--- src/rtl/collision_counter.sv ---
// Per-frame sprite collision detector: registers a hit flag and counts each distinct
// contact once (rising edge of contact), saturating at all-ones.
module collision_counter #(
    parameter int OBST_LANE   = 1,
    parameter int COUNT_WIDTH = 32,
    parameter int POS_WIDTH   = 12,
    parameter int VTHRESH     = 40,
    parameter int HTHRESH     = 0
) (
    input  logic                     clk,
    input  logic                     rst_n,
    input  logic [POS_WIDTH-1:0]     player_hoffset,
    input  logic [POS_WIDTH-1:0]     player_voffset,
    input  logic [1:0]               player_lane,
    input  logic [POS_WIDTH-1:0]     obst_hoffset,
    input  logic [POS_WIDTH-1:0]     obst_voffset,
    input  logic [2*OBST_LANE-1:0]   obst_lane,
    output logic                     hit,
    output logic [COUNT_WIDTH-1:0]   count
);

    // One extra bit so the offset difference can never wrap.
    localparam int DW = POS_WIDTH + 1;
    localparam logic [DW-1:0]          V_LIM     = DW'(VTHRESH);
    localparam logic [DW-1:0]          H_LIM     = DW'(HTHRESH);
    localparam logic [COUNT_WIDTH-1:0] COUNT_MAX = '1;
    localparam logic [COUNT_WIDTH-1:0] COUNT_ONE = COUNT_WIDTH'(1);

    logic [DW-1:0] dv;
    logic [DW-1:0] dh;
    logic [DW-1:0] dv_abs;
    logic [DW-1:0] dh_abs;
    logic          lane_match;
    logic          v_ok;
    logic          h_ok;
    logic          contact;

    assign dv = {obst_voffset[POS_WIDTH-1], obst_voffset}
              - {player_voffset[POS_WIDTH-1], player_voffset};
    assign dh = {obst_hoffset[POS_WIDTH-1], obst_hoffset}
              - {player_hoffset[POS_WIDTH-1], player_hoffset};

    assign dv_abs = dv[DW-1] ? -dv : dv;
    assign dh_abs = dh[DW-1] ? -dh : dh;

    assign v_ok = (dv_abs <= V_LIM);
    assign h_ok = (HTHRESH == 0) || (dh_abs <= H_LIM);

    // Lane 3 is invalid: an equal obstacle entry can only match a valid player lane.
    always_comb begin
        lane_match = 1'b0;
        for (int i = 0; i < OBST_LANE; i++) begin
            if (player_lane != 2'd3 && obst_lane[2*i +: 2] == player_lane) begin
                lane_match = 1'b1;
            end
        end
    end

    assign contact = lane_match & v_ok & h_ok;

    always_ff @(posedge clk or negedge rst_n) begin
        if (!rst_n) begin
            hit   <= 1'b0;
            count <= '0;
        end else begin
            hit <= contact;
            if (contact && !hit && count != COUNT_MAX) begin
                count <= count + COUNT_ONE;
            end
        end
    end

endmodule

--- config.mk ---
export PLATFORM = sky130hd
export DESIGN_NAME = collision_counter
export DESIGN_NICKNAME = d
export VERILOG_FILES = /design/src/rtl/collision_counter.sv
export SDC_FILE = /design/constraint.sdc
export NUM_CORES = 1
export LEC_CHECK = 0
export CAP_MARGIN = 20
export CORE_MARGIN = 3
export CORE_UTILIZATION = 54
export DETAILED_ROUTE_END_ITERATION = 10
export DONT_BUFFER_PORTS = 1
export PLACE_DENSITY = 0.66
export SLEW_MARGIN = 10
export SYNTH_ARGS = -nofsm -noshare
export SYNTH_HDL_FRONTEND = slang
export SYNTH_SLANG_ARGS = --single-unit
--- constraint.sdc ---
create_clock -name clk -period 3.2 [get_ports clk]
set_input_delay 0.64 -clock clk [delete_from_list [all_inputs] [get_ports clk]]
set_output_delay 0.64 -clock clk [all_outputs]
set_load 0.02 [all_outputs]
==> results.md <==
* Share of cells above drive strength 1 at about 28%
* Worst Max-Slew Pin Slew at roughly 420 ps
* YS warnings at 0
* Site Rows at 23
* Largest family of logic cells by synthesized area: simple AND/OR/NAND/NOR gates
* Adder-Cell Fraction of Synth Area at ~7.4%
* Fin crit period at approximately 3400 ps
* DP HPWL at between 4 and 5 mm
* Drt pass-1 iters at 4
* Setup Viol. Count Final at 30
* Vias in the first global route at between 2k and 2.5k
* Clk pwr share at ~28%
* Failing checks: setup timing
* DR iter-0 viols at 79
* Most common cell after layout, fill and taps aside: buf_4
* H-tree depth at 2
* Initial Utilization at around three fifths
* Die height at between 70 and 80 um
* Layout area overhead at 30.8%
* Final nets at about 400
* DP Worst Slack at -598 ps
* TritonCTS Buffers at 5
* Required @ worst endpoint at between 3000 and 4000 ps
* Routed WL at roughly 5.8 mm
* Global-route wire length before repair at ~9.4 mm
* Crit path buf inv count at 4
* Slew margin rel. at about 72%
* Internal power at between 700 and 800 uW
* Arr. time, crit path at 3560 ps
* Multiplexer share of the synthesized area at about 2.5%
* Reg power frac at about two fifths
* Overflow after GRT at 0
* HP Class: in -> async
* Vias/cell at between 5 and 6
* Crit-path max FO at 6
* Tot Pwr at between 1 and 1.5 mW
* Synth Flop Type: dfrtp_1
* Final period util at 105%
* Initial antenna violation count at 0
* Slowest stage delay, CP at around 360 ps
* Die Wd at 73.4 um
* Max_cap viols at 0
* Top delay family on crit path: compound AO/OA/AOI/OAI gates
* Core ar. at between 4000 and 5000 sq um
* Post-CTS Hold Buffers at 0
* EDFF count, synth at 0
* Fin worst setup slack at -154 ps
* RSZ-0062 raised after global routing: true
* Antenna viol nets, final at 0
* Pwr/cell area at 330 nW/um^2
* Routed len/inst at around 15 um
* Finished Cell Area at around 3200 sq um
* Max frequency at 298 MHz
* Fraction of registers with async set/reset at 100%
* Net Sw Power at about 320 uW
* Power share of the combinational group at between 30% and 40%
* Setup CP Type: in -> reg
* Dpl cell area at 2950 sq um
* Largest net degree at the start of global routing at 34
* Xor and xnor area share after synthesis at roughly an eighth
* Fin Clk Skew at between 4 and 5 ps
* Leakage at about 1.6 nW
* R2R Setup Slk at ~250 ps
* Root buffer cell: clkbuf_8
* Simple logic cell fraction of the synthesized area at between 20% and 30%
* Diodes inserted at 0
* Ports at between 80 and 90
* Commonest cells after routing, fill and taps aside: 47 x buf_4, 33 x dfrtp_1, 19 x xor2_1
* Mapped Cells at between 200 and 300
* Slowest CP cell: fa_2
* Synth top area cells: dfrtp_1 34%, xor2_1 7.1%, ha_1 6.6%, xnor2_1 6.1%, nand3_1 4.7%
* Post-synthesis cell area at between 2000 and 2500 sq um
* Reg2reg path depth at 12
* FF-to-FF Start: count[23]
* Syn_nets at roughly 340
* Die ar. at between 5000 and 6000 sq um
* Synth area leader: dfrtp_1
* DRC viols at 0
* Crit path launch type: primary input
* Skew-Pair Late Insertion Delay at roughly 280 ps
* Placed cells at about 370
* Placer Congestion at 0.827
* Max VDD drop at 285 uV
* I/O Buffers at 0
* CTS sink cnt at 33
* Clk buf depth at 2
* Compound-Gate Fraction of Synth Area at 12.8%
* Status: finished, violations left
* Non-filler instance count after layout at 378
* Worst r2r dst: count[15]
* Final slew viol count at 0
* Routed vias at approximately 2.2k
* Post-synth top area share at between 30 and 40%
* Hold Fails Final Rpt at 0
* Hold WS at approximately 54 ps
* Seq/Total Area, Yosys at 33.7%
* Sw Share at around 30%
* CTS tree: yes
* Clk pin slew, worst setup/hold paths at 60 ps
* Tot GR Track Use at 21.7%
* Yosys cell types at 49
* Syn Area/Cell at a little under 9 sq um
* Crit path cell chain: inv_12 -> ha_4 -> fa_2 -> nand2b_4 -> a211oi_4 -> o211ai_1 -> a31oi_4 -> a22o_1 -> buf_4 -> o211ai_1 -> o32a_1 -> or3_4 -> buf_8 -> buf_4 -> nor2_4 -> xor2_1
* Synth Register Bits at 33
* CP endpoint kind: flip-flop
-- cell type report --
type / count / area, sq um
inverter: 18 / 80.1
fill: 307 / 992
tap: 50 / 62.6
clock buffer: 8 / 80.1
sequential: 33 / 826
multi-input combinational: 218 / 1750
timing repair buffer: 51 / 410
-- synthesized netlist by cell type (2+ instances only) --
master / count
nand2_1: 13
nand2b_1: 6
xnor2_1: 17
or2_2: 2
a31oi_1: 3
and4_1: 2
a211oi_1: 3
xor2_1: 20
dfrtp_1: 33
nand3_1: 23
buf_6: 2
ha_1: 13
a2111o_1: 2
and2_1: 5
buf_2: 2
inv_1: 18
nor3_2: 4
and3_1: 10
nor2_1: 22
o211ai_1: 4
mux2i_1: 5
nor3_1: 7
a21oi_1: 12
nand4_1: 10
or3_1: 2
o32a_1: 2
nor4_1: 2
o21ai_0: 7
a21o_1: 4
-- kinds of logic (layout without fill, tap and decap cells) --
kind of cell	count (synthesis)	count (layout)
compound gates	45	45
simple gates	116	116
buf+inv	24	77
fa+ha+maj	14	14
xor+xnor	37	37
mux	6	6
flops	33	33
-- per-stage QoR --
step	setup TNS [ps]	utilization [%]
after floorplan	-7910	-
final	-2700	76.4
after detailed placement	-15010	70.3
after global placement	-14980	70.3
after global routing	-7580	76.4
after CTS	-2550	74.6
-- routing by layer --
metal  part of all wire (%)  global-route usage, %  routed length, um  up-vias
met4                   0.60                   5.23                 35        0
met3                    5.7                   6.70                333        4
met2                     47                   33.0               2760       57
met1                     46                   30.3               2680     1064
li1                       -                      -                  -     1090
met5                      0                      0                  0        -
-- sequential cells by signal (all words and copies together), names as in the netlist --
name / flops
count: 32
hit: 1
-- power by group through the flow --
stage	clock [mW]	sequential (mW)	combinational, mW
after global placement	0	0.450	0.299
after detailed placement	0	0.450	0.305
after floorplan	0	0.447	0.195
final	0.294	0.442	0.325
after CTS	0.299	0.442	0.314
after global routing	0.317	0.443	0.359
-- worst max path at each step --
stage,from,endpoint,cells past startpoint
after global placement,obst_voffset[0],count[17],14
after global routing,obst_voffset[0],count[9],15
after CTS,obst_voffset[0],count[5],15
after detailed placement,obst_voffset[0],count[17],14
final,obst_voffset[0],count[15],16
after floorplan,obst_voffset[0],count[29],15
-- worst reg2reg max path: stages, from the launching register on --
cell and delay (ps):
dfrtp_1 470, and4_1 230, and3_1 210, and2_1 200, and3_1 240, and3_1 190, a31oi_1 250, nand3_1 150
or3_4 410, buf_8 150, buf_4 150, nor2_4 80, xor2_1 140
-- timing repair --
action | CTS | global route
buffers inserted | 1 | 1
gates resized for setup | 19 | 14
pin swaps | 8 | 6
endpoints found under the setup margin | 31 | 32
(Power assumes the default switching activity.)
